<file path="config.mk">
export PLATFORM = sky130hd
export DESIGN_NAME = modular_sub_pipe
export DESIGN_NICKNAME = d
export VERILOG_FILES = /design/src/rtl/modular_sub_pipe.sv
export SDC_FILE = /design/constraint.sdc
export NUM_CORES = 1
export LEC_CHECK = 0
export ABC_AREA = 1
export BUFFER_PORTS_ARGS = -buffer_cell sky130_fd_sc_hd__buf_4
export CAP_MARGIN = 20
export CORE_MARGIN = 4
export CORE_UTILIZATION = 63
export CTS_CLUSTER_DIAMETER = 100
export DETAILED_ROUTE_END_ITERATION = 7
export PLACE_DENSITY = 0.9
export SKIP_CTS_REPAIR_TIMING = 1
export SYNTH_ARGS = -nofsm -noshare
export SYNTH_HDL_FRONTEND = slang
export SYNTH_SLANG_ARGS = --single-unit
</file>
<file path="constraint.sdc">
create_clock -name clk -period 5 [get_ports clk]
set_input_delay 1 -clock clk [delete_from_list [all_inputs] [get_ports clk]]
set_output_delay 1 -clock clk [all_outputs]
set_load 0.01 [all_outputs]
</file>
<file path="src/rtl/modular_sub_pipe.sv">
// ---------------------------------------------------------------------------
// modular_sub_pipe
// Two-stage streaming modular subtractor: z = (x - y) mod M.
// Stage 1 forms the raw difference with its borrow and flags out-of-range
// operands; stage 2 folds a negative difference back by adding M.
// Valid/ready handshakes on both sides, one result per cycle, full
// backpressure. A sideband tag travels with every operand pair.
//
// Ports
//   clk        rising-edge clock
//   rst_n      synchronous reset, active low
//   in_valid   operand pair presented
//   in_ready   pipeline accepts operands this cycle
//   x_sub      minuend (expected < M)
//   y_sub      subtrahend (expected < M)
//   in_tag     sideband tag, returned unchanged with the result
//   out_valid  result presented
//   out_ready  consumer accepts result this cycle
//   z_sub      (x_sub - y_sub) mod M
//   out_tag    tag of this result
//   out_err    1 when either operand of this result was >= M
// ---------------------------------------------------------------------------
module modular_sub_pipe #(
  parameter int unsigned           data_width = 64,
  parameter logic [data_width-1:0] M          = 64'hffff_ffff_0000_0001,
  parameter int unsigned           TAG_W      = 8
) (
  input  logic                  clk,
  input  logic                  rst_n,
  input  logic                  in_valid,
  output logic                  in_ready,
  input  logic [data_width-1:0] x_sub,
  input  logic [data_width-1:0] y_sub,
  input  logic [TAG_W-1:0]      in_tag,
  output logic                  out_valid,
  input  logic                  out_ready,
  output logic [data_width-1:0] z_sub,
  output logic [TAG_W-1:0]      out_tag,
  output logic                  out_err
);

  // Stage 1 state
  logic                  r_s1_valid;
  logic                  r_s1_borrow;
  logic [data_width-1:0] r_s1_diff;
  logic [TAG_W-1:0]      r_s1_tag;
  logic                  r_s1_err;

  // Stage 2 state (drives the outputs directly)
  logic                  r_s2_valid;
  logic [data_width-1:0] r_z;
  logic [TAG_W-1:0]      r_tag;
  logic                  r_err;

  // Combinational helpers
  logic                  w_s2_adv;
  logic                  w_s1_adv;
  logic                  w_in_ready;
  logic                  w_in_fire;
  logic [data_width:0]   w_diff_full;
  logic                  w_err_in;
  logic [data_width-1:0] w_z_next;

  // Handshake control and per-stage datapath arithmetic
  always_comb begin
    w_s2_adv    = 1'b0;
    w_s1_adv    = 1'b0;
    w_in_ready  = 1'b0;
    w_in_fire   = 1'b0;
    w_diff_full = '0;
    w_err_in    = 1'b0;
    w_z_next    = '0;

    w_s2_adv = ~r_s2_valid | out_ready;
    w_s1_adv = r_s1_valid & w_s2_adv;
    // Ready is forced high while reset is asserted so upstream never sees
    // a stale stall; nothing is captured during reset anyway.
    w_in_ready = ~rst_n | ~r_s1_valid | w_s2_adv;
    w_in_fire  = rst_n & in_valid & w_in_ready;

    // Extra top bit of the difference is the borrow out of the subtraction.
    w_diff_full = {1'b0, x_sub} - {1'b0, y_sub};
    w_err_in    = (x_sub >= M) | (y_sub >= M);

    // A borrow means the raw difference went negative; adding M (mod 2^W)
    // brings it back into the residue range.
    if (r_s1_borrow) begin
      w_z_next = r_s1_diff + M;
    end else begin
      w_z_next = r_s1_diff;
    end
  end

  // Stage 1 register: capture operands on an input handshake
  always_ff @(posedge clk) begin
    if (!rst_n) begin
      r_s1_valid  <= 1'b0;
      r_s1_borrow <= 1'b0;
      r_s1_diff   <= '0;
      r_s1_tag    <= '0;
      r_s1_err    <= 1'b0;
    end else begin
      if (w_in_fire) begin
        r_s1_valid  <= 1'b1;
        r_s1_borrow <= w_diff_full[data_width];
        r_s1_diff   <= w_diff_full[data_width-1:0];
        r_s1_tag    <= in_tag;
        r_s1_err    <= w_err_in;
      end else if (w_s1_adv) begin
        r_s1_valid <= 1'b0;
      end else begin
        r_s1_valid <= r_s1_valid;
      end
    end
  end

  // Stage 2 register: fold the difference and hold it while stalled
  always_ff @(posedge clk) begin
    if (!rst_n) begin
      r_s2_valid <= 1'b0;
      r_z        <= '0;
      r_tag      <= '0;
      r_err      <= 1'b0;
    end else begin
      if (w_s1_adv) begin
        r_s2_valid <= 1'b1;
        r_z        <= w_z_next;
        r_tag      <= r_s1_tag;
        r_err      <= r_s1_err;
      end else begin
        r_s2_valid <= r_s2_valid & ~out_ready;
      end
    end
  end

  assign in_ready  = w_in_ready;
  assign out_valid = r_s2_valid;
  assign z_sub     = r_z;
  assign out_tag   = r_tag;
  assign out_err   = r_err;

endmodule

</file>
-- Word-level counts from Yosys, hierarchy flattened
Cells that the tools add are included.
- memory bits (writable): 0
- input port bits: 140
- latch bits: 0
- ROM bits: 0
- register bits after elaboration: 149
- memories kept: 0
- output and inout port bits: 75
- logic and storage cells: 30
- mux-type cells: 4
- $mul: 0
- div/mod/pow operators: 0
- equal/unequal tests: 0
- magnitude comparators: 2
- add/subtract/negate cells: 2
- reduce and logical (&&, ||, !) cells: 1
- bitwise logic cells: 12
- shift-type cells: 0
- operators by type and width (cell ; count):
    $ge 64x64->1 const B ; 2
    $sub 64x64->65 ; 1
    $add 64x64->64 const B ; 1
    $mux 64 ; 1
    $and 1x1->1 ; 4
    $not 1->1 ; 4
    $or 1x1->1 ; 4
    $mux 1 ; 3
    $reduce_bool 2->1 ; 1

-- Longest topological paths before layout
Gate-level depths: netlist of run 1.
- depth in word-level cells: 5
- gate-level depth with buffers: 18
- depth with buffers taken out: 18

-- Worst setup path after synthesis of run 1
No wires, ideal clock.
- kind: input to register
- from: input port x_sub[0]
- to: register r_s1_diff[44]
- path slack: 2394 ps
- data required time: 4891 ps
- path buffers: 0
- arrival: 2497 ps
- setup time: 109 ps
- stages: 14
- path through: inv_1 ha_1 fa_1 nor2_1 or2_2 nand3_1 nand2_1 nand2_1 nand2_1 nand2_1 nand3_1 nand3_1 nand2_1 inv_1
- word-level cells in the longest chain between the ends: 1
- RTL lines (element ; RTL line ; text):
    start: declaration ; 32 ; input logic [data_width-1:0] x_sub,
    $sub 64x64->65 ; 82 ; w_diff_full = {1'b0, x_sub} - {1'b0, y_sub};
    end signal: assignment ; 106 ; r_s1_diff <= w_diff_full[data_width-1:0];
    end: declaration ; 45 ; logic [data_width-1:0] r_s1_diff;
Every way passes these cells.
A chain may end at the register's enable or synchronous reset.

-- Worst setup path in the final report of run 1
- from: input port x_sub[0]
- to: register r_s1_diff[38]
The elaborated chain is that of the path after synthesis.

==> metrics.cfg, run 1 <==
[setup_path]
reg2reg_depth=10
crit_fanout=4
startpoint=x_sub[0]
r2r_end=r_s1_diff[61]$_SDFFE_PN0P_
endpoint=r_s1_diff[38]$_SDFFE_PN0P_
cp-end-kind=flip-flop
critPathRequiredTime_ns=5.31
r2r_setup_slack_ns=2.65
arrival_ns=3.11
critPathLaunchType=input port
rr_startpoint=out_valid$_SDFF_PN0_
crit_type=in2reg

[place]
place_congestion=1.020
io_buffers=214
dpl.hpwl_um=37200
placed_cells=2913

[run_status]
status=finished, final reports clean

[route]
wl_per_cell_um=15.79
detail_route.wirelength_um=46510
vias=16250
ant_nets=0
routed_via_density=5.516
drc_errors=0
first_iter_violations=1801
drtPass1Iterations=6

[global_routing]
track_usage_pct=37.34
antenna_found_initial=0
gr-total-overflow=0
grt_max_degree=121
grt_pass1_wl_um=73090
grt_pass1_vias=14790

[pwr]
powerDensity_nw_per_um2=249.8
p_leak_nw=9.121
ir_drop_mv=0.2458

[floorplan]
dieArea_um2=24020
initial_core_util_pct=64.34
die_y_um=155.0
die_x_um=155.0
io-pin-count=215
rows=53
coreArea_um2=21150

[layout]
final_cells=2945
nets=2863
diodes=0
final_common_cell=nand2_1
areaGrowthSynthToFinish_pct=17.44
final_cell_mix=nand2_1, inv_1, nor2_1, buf_4, nand3_1
final_layout_size_suffix_gt1_share_pct=11.16

[timing]
fin_crit_sh_pct=56.09
rsz0062_at_grt=false
fin_skew_ns=0.01033
hold_viol=0
finalCriticalPeriod_ns=2.804
setup_tns_ns=0
slew_viol_final=0
setup_viol=0
fmax_ghz=0.3566
maxSlewHeadroom_pct=29.48
tightestPinTransition_ns=1.058

[logic_synthesis]
synth_edf_count=0
yosys_most_used_dff=dfxtp_1
synth_nets=2673
ys_ff_latch=149
postSynthCellCount=2467
netlist_area_um2=13610
yosysSeqAreaShare_pct=21.92
ys_async_sr_fraction_pct=0
synth_area_per_cell_um2=5.517
yosysWarnings=0
ys_types=46

[clock_network]
clock_latency_ns=0.42
cts_tree=done
cts_buffer_depth=2
numClockSinks=149
root_buffer=clkbuf_16
htreeDepth=4
clkTransAtPathRegs_ns=0.07
cts_buffers=17

[worst_hold_path]
min_path_type=reg2reg

[flow_run]
cap_violations=0

-- worst max-delay path, stage by stage --
cell and delay, ns:
buf_4 0.09, inv_1 0.04, ha_1 0.22, fa_1 0.46, inv_1 0.10, nand2_1 0.06
nand3_1 0.15, nand3_1 0.10, nand3b_1 0.20, nand3_1 0.20, nand3_1 0.12, nand3_1 0.19
nand2_1 0.13, inv_1 0.05
-- cells in the mapped netlist, types with 5 or more instances --
cell type	instances	area share [%]
buf_1	7	0.19
nand4_1	33	1.5
a21oi_1	103	3.8
o21ai_0	122	4.5
nand3b_1	8	0.44
inv_1	531	15
nand2_1	818	23
o21ai_1	6	0.22
dfxtp_1	149	22
o31ai_1	5	0.28
nor2_1	235	6.5
buf_2	10	0.37
xnor2_1	22	1.4
o21bai_1	5	0.28
nor2_2	6	0.28
nor3_1	34	1.3
clkbuf_1	31	0.85
ha_1	65	6.0
xor2_1	28	1.8
nand3_1	160	5.9
nand3_2	5	0.37
o211ai_1	6	0.33
nor4_1	29	1.3
nor3_2	7	0.51
-- cell type report --
cell class,instances,area (um^2)
multi-input combinational,1732,8413
fill,1729,5170
sequential,149,2983
inverter,537,2021
timing repair buffer,220,1652
clock buffer,18,439.2
tap,275,344.1
clock inverter,14,132.6
-- registers in the layout, indices dropped and copies added (netlist names) --
register,flops
r_s1_diff,64
z_sub,64
out_tag,8
r_s1_tag,8
out_err,1
out_valid,1
r_s1_borrow,1
r_s1_err,1
r_s1_valid,1
-- metal layers --
layer	GRT usage, %	routed length [um]	vias up	share of wire [%]
met1	51.18	19340	7244	42
met4	11.90	1443	0	3.1
met2	60.76	20510	925	44
met3	5.369	5217	104	11
li1	-	-	7973	-
met5	0	0	-	0
-- logic make-up after synthesis --
family / synth area share [%]
flip-flops: 21.92
AND/OR/NAND/NOR: 42.41
adder cells (fa/ha/maj): 6.122
XOR/XNOR: 3.218
buffers and inverters: 16.34
AO/OA/AOI/OAI: 9.993
-- where the power goes --
group          internal, W  switching (W)  leakage, nW
Combinational     0.000470       0.000850         7.61
Sequential         0.00130       0.000122         1.23
Clock             0.000673       0.000573        0.277
Total              0.00245        0.00155         9.12
-- metrics by stage --
stage          worst slack (ns)  power, W  hold slack, ns  utilization, %  instance area (um^2)
2_1_floorplan             2.394  0.002242          0.4416               -                 13610
3_3_place_gp              1.895  0.002680          0.4537           72.86                 15410
3_5_place_dp              1.877  0.002711          0.4557           72.86                 15410
4_1_cts                   2.208  0.003953          0.4678           75.56                 15980
5_1_grt                   2.105  0.004195          0.4902           75.56                 15980
6_report                  2.196  0.003993          0.4727           75.56                 15980
-- worst min-delay path by stage --
stage                                          end  slack [ns]                  startpoint  cells past startpoint
final                       z_sub[37]$_SDFFE_PN0P_        0.47  r_s1_diff[37]$_SDFFE_PN0P_                      2
after floorplan             z_sub[36]$_SDFFE_PN0P_        0.44  r_s1_diff[36]$_SDFFE_PN0P_                      2
after global placement    r_s1_tag[6]$_SDFFE_PN0P_        0.45    r_s1_tag[6]$_SDFFE_PN0P_                      2
after detailed placement    z_sub[37]$_SDFFE_PN0P_        0.46  r_s1_diff[37]$_SDFFE_PN0P_                      2
after CTS                   z_sub[37]$_SDFFE_PN0P_        0.47  r_s1_diff[37]$_SDFFE_PN0P_                      2
after global routing        z_sub[37]$_SDFFE_PN0P_        0.49  r_s1_diff[37]$_SDFFE_PN0P_                      2
Note: power is estimated with default switching activity, not from simulation.
==> run 2, diff against run 1 <==
Settings changed: CORE_UTILIZATION 63 to 53, PLACE_DENSITY 0.9 to 0.81.
Clock period 5 ns to 2.3 ns, I/O delays scaled along.
==> run 2 against run 1 <==
Sequential cell count unchanged. Setup slack lost 2.1 ns. Design area increased by 8.3%. Critical path type unchanged.
==> metrics.cfg, run 2 (synthesis gave the netlist of run 1 again) <==
[route]
vias=16290
drtPass1Iterations=7
wl_per_cell_um=15.22
ant_nets=0
routed_via_density=5.161
first_iter_violations=1476
detail_route.wirelength_um=48030
drc_errors=0

[setup_path]
reg2reg_depth=8
slowest_stage=o21ai_0
critPathLaunchType=input port
critPathRequiredTime_ns=2.58
cp-end-kind=flip-flop
crit_type=in2reg
max_stage_delay_ns=0.46
cp_common_cell=buf_4
crit_fanout=4
path_cells=buf_4 > ha_1 > buf_4 > nand2_1 > nor2_1 > buf_4 > a21oi_1 > nand2_1 > buf_4 > o21ai_0 > o31ai_1
arrival_ns=2.53

[clock_network]
clock_latency_ns=0.43
cts_buffer_depth=2
numClockSinks=149
clkTransAtPathRegs_ns=0.07
root_buffer=clkbuf_16
htreeDepth=4
cts_tree=done
cts_buffers=17

[layout]
final_layout_size_suffix_gt1_share_pct=16.24
num-fill-cells=2359
utilization_pct=68.52
nets=3019
final_common_cell=nand2_1
areaGrowthSynthToFinish_pct=27.14
final_cell_mix=nand2_1, inv_1, buf_4, nor2_1, nand3_1
final_cells=3156
diodes=0

[timing]
fin_skew_ns=0.01256
hold_viol=0
finalCriticalPeriod_ns=2.249
setup_viol=0
slew_viol_final=0
maxSlewHeadroom_pct=54.56
fmax_ghz=0.4447
rsz0062_at_grt=false
hold_ws_ns=0.2199
fin_ws_ns=0.05142
fin_crit_sh_pct=97.76
tightestPinTransition_ns=0.6808

[run_status]
status=finished, final reports clean

[place]
place_congestion=1.004
pre_cts_ws_ns=-0.2540
dpl.hpwl_um=40360
io_buffers=214
placed_cells=3124

[floorplan]
rows=58
io-pin-count=215
die_y_um=168.3
initial_core_util_pct=53.89
die_x_um=168.3
dieArea_um2=28310
coreArea_um2=25250

[worst_hold_path]
min_path_type=in2reg
whs_path_depth=3

[pwr]
ir_drop_mv=0.5309
power_w=0.009160
powerDensity_nw_per_um2=529.4
p_leak_nw=9.898

[global_routing]
grt_pass1_vias=15070
grt_pass1_wl_um=76590
antenna_found_initial=0
gr-total-overflow=0
track_usage_pct=33.33
grt_max_degree=60

[flow_run]
cap_violations=0

[run 2: final cells by class]
type	count	area, um^2	area share, %
Multi-Input combinational cell	1732	8433	48.73
Sequential cell	149	2983	17.24
Timing Repair Buffer	376	2848	16.46
Inverter	537	2021	11.68
Clock buffer	17	425.4	2.458
Tap cell	330	412.9	2.386
Clock inverter	15	181.4	1.048
[run 2: final timing paths]
kind,start,to,slack [ns]
max,x_sub[8],r_s1_diff[12]$_SDFFE_PN0P_,0.05
min,in_tag[6],r_s1_tag[6]$_SDFFE_PN0P_,0.22
max reg2reg,r_s1_diff[23]$_SDFFE_PN0P_,z_sub[43]$_SDFFE_PN0P_,0.27
min reg2reg,r_s1_tag[6]$_SDFFE_PN0P_,r_s1_tag[6]$_SDFFE_PN0P_,0.47
[run 2: metal layers]
metal  GRT usage, %  up-vias  share of wire (%)
met5              0        -                  0
met4          8.610        0                2.3
met3          4.062       69                8.7
met2          54.02      673                 44
met1          47.13     7250                 45
li1               -     8295                  -
[run 2: stage by stage]
stage / setup TNS [ns] / instance area (um^2)
after floorplan: 0 / 13610
after global placement: -3.740 / 16680
after detailed placement: -4.401 / 16680
after CTS: 0 / 17280
after global routing: 0 / 17300
final: 0 / 17300
[run 2: report_power, final]
part           total, W  switching, W  internal [W]  leakage [nW]
clock network   0.00286       0.00130       0.00156         0.287
registers       0.00310      0.000261       0.00283          1.23
logic           0.00321       0.00191       0.00130          8.38
[run 2: worst max-delay path: cells and delay by family]
| kind | cells | cell delay, ns |
|---|---|---|
| AO/OA/AOI/OAI | 3 | 0.81 |
| adder cells (fa/ha/maj) | 1 | 0.35 |
| buffers and inverters | 4 | 0.58 |
| AND/OR/NAND/NOR | 3 | 0.33 |
==> run 3, diff against run 2 <==
Settings changed: RECOVER_POWER set to 100.
==> run 3 against run 2 <==
Worst hold slack better by 0.0057 ns. Clock power about the same. First-iteration DRC count down 1.1%. Clock skew up 0.0013 ns. Largest cell class unchanged.
==> metrics.cfg, run 3 (synthesis gave the netlist of run 1 again) <==
[place]
io_buffers=214
place_congestion=1.004
placed_area_um2=16680
dpl.hpwl_um=40360
placed_cells=3124

[timing]
tightestPinTransition_ns=0.8651
fin_crit_sh_pct=95.50
hold_ws_ns=0.2256
rsz0062_at_grt=false
hold_viol=0
fmax_ghz=0.4553
fin_skew_ns=0.01387
setup_viol=0
slew_viol_final=0
finalCriticalPeriod_ns=2.196
setup_tns_ns=0
maxSlewHeadroom_pct=42.33

[setup_path]
crit_type=in2reg
max_stage_delay_ns=0.43
cpLargestDelayFamily=compound AO/OA/AOI/OAI gates
timing.critical_path.buf_inv=5
arrival_ns=2.48
critPathLaunchType=input port
cp-end-kind=flip-flop
path_cells=clkbuf_4 > inv_1 > ha_1 > clkbuf_4 > nand2_1 > nor2_1 > buf_4 > a21oi_1 > nand2_1 > clkbuf_4 > o21ai_0 > o31ai_1
cp_common_cell=clkbuf_4
slowest_stage=o21ai_0
critPathRequiredTime_ns=2.58
crit_fanout=4

[floorplan]
io-pin-count=215
coreArea_um2=25250
dieArea_um2=28310
initial_core_util_pct=53.89
rows=58
die_y_um=168.3
die_x_um=168.3

[pwr]
p_clk_share_pct=31.5
p_int_w=0.005603
p_switching_w=0.003459
power.share.switching_pct=38.17
ir_drop_mv=0.5226
powerDensity_nw_per_um2=534.6
pwr-share-comb_pct=34.4
p_leak_nw=9.567
seq_power_share_pct=34.1

[route]
drtPass1Iterations=5
first_iter_violations=1460
drc_errors=0
wl_per_cell_um=15.21
routed_via_density=5.159
vias=16280
detail_route.wirelength_um=48000
ant_nets=0

[clock_network]
clock_latency_ns=0.43
clkTransAtPathRegs_ns=0.07
numClockSinks=149
cts_buffer_depth=2
htreeDepth=4
cts_buffers=17
root_buffer=clkbuf_16
cts_tree=done

[global_routing]
grt_max_degree=60
grt_pass1_wl_um=76590
gr-total-overflow=0
grt_pass1_vias=15070
antenna_found_initial=0
track_usage_pct=33.33

[layout]
areaGrowthSynthToFinish_pct=24.55
postLayoutCellArea_um2=16950
final_cells=3156
nets=3019
diodes=0
final_cell_mix=nand2_1, inv_1, buf_4, nor2_1, nand3_1
final_layout_size_suffix_gt1_share_pct=13.09
final_common_cell=nand2_1
utilization_pct=67.13

[worst_hold_path]
min_path_type=in2reg

[run_status]
status=finished, final reports clean

[flow_run]
cap_violations=0

==> run 3: worst paths after layout <==
kind / endpoint / slack (ns) / start / depth (start not counted)
max reg2reg: z_sub[24]$_SDFFE_PN0P_ / 0.22 / r_s1_diff[0]$_SDFFE_PN0P_ / 8
min: r_s1_tag[6]$_SDFFE_PN0P_ / 0.23 / in_tag[6] / 3
max: r_s1_diff[12]$_SDFFE_PN0P_ / 0.10 / y_sub[8] / 12
min reg2reg: r_s1_tag[6]$_SDFFE_PN0P_ / 0.47 / r_s1_tag[6]$_SDFFE_PN0P_ / 2
==> run 3: through the flow <==
step / total power, W / setup WS [ns]
after floorplan: 0.004874 / 0.2335
after global placement: 0.006229 / -0.2477
after detailed placement: 0.006274 / -0.2540
after CTS: 0.009130 / 0.1669
after global routing: 0.009595 / 0.006802
final: 0.009062 / 0.1036
==> run 3: per-layer routing <==
layer	track usage (%)	part of all wire, %
met1	47.13	44
met2	54.02	44
met3	4.062	9.3
met4	8.610	2.3
met5	0	0
==> run 3: cell type report <==
cell class / count / area, um^2
inverter: 537 / 2021
clock buffer: 17 / 425.4
timing repair buffer: 376 / 2540
tap: 330 / 412.9
sequential: 149 / 2983
multi-input combinational: 1732 / 8389
fill: 2425 / 8302
clock inverter: 15 / 181.4
==> run 3: worst min-delay path, stage by stage <==
cell and delay [ns]:
buf_4 0.08, nand2_1 0.04, nand2_1 0.05
==> run 3: power by group through the flow <==
stage                     logic (W)  registers (W)  clock network (W)
final                       0.00312        0.00309            0.00285
after CTS                   0.00316        0.00308            0.00289
after global placement      0.00310        0.00313                  0
after global routing        0.00348        0.00312            0.00300
after detailed placement    0.00313        0.00314                  0
after floorplan             0.00177        0.00310                  0
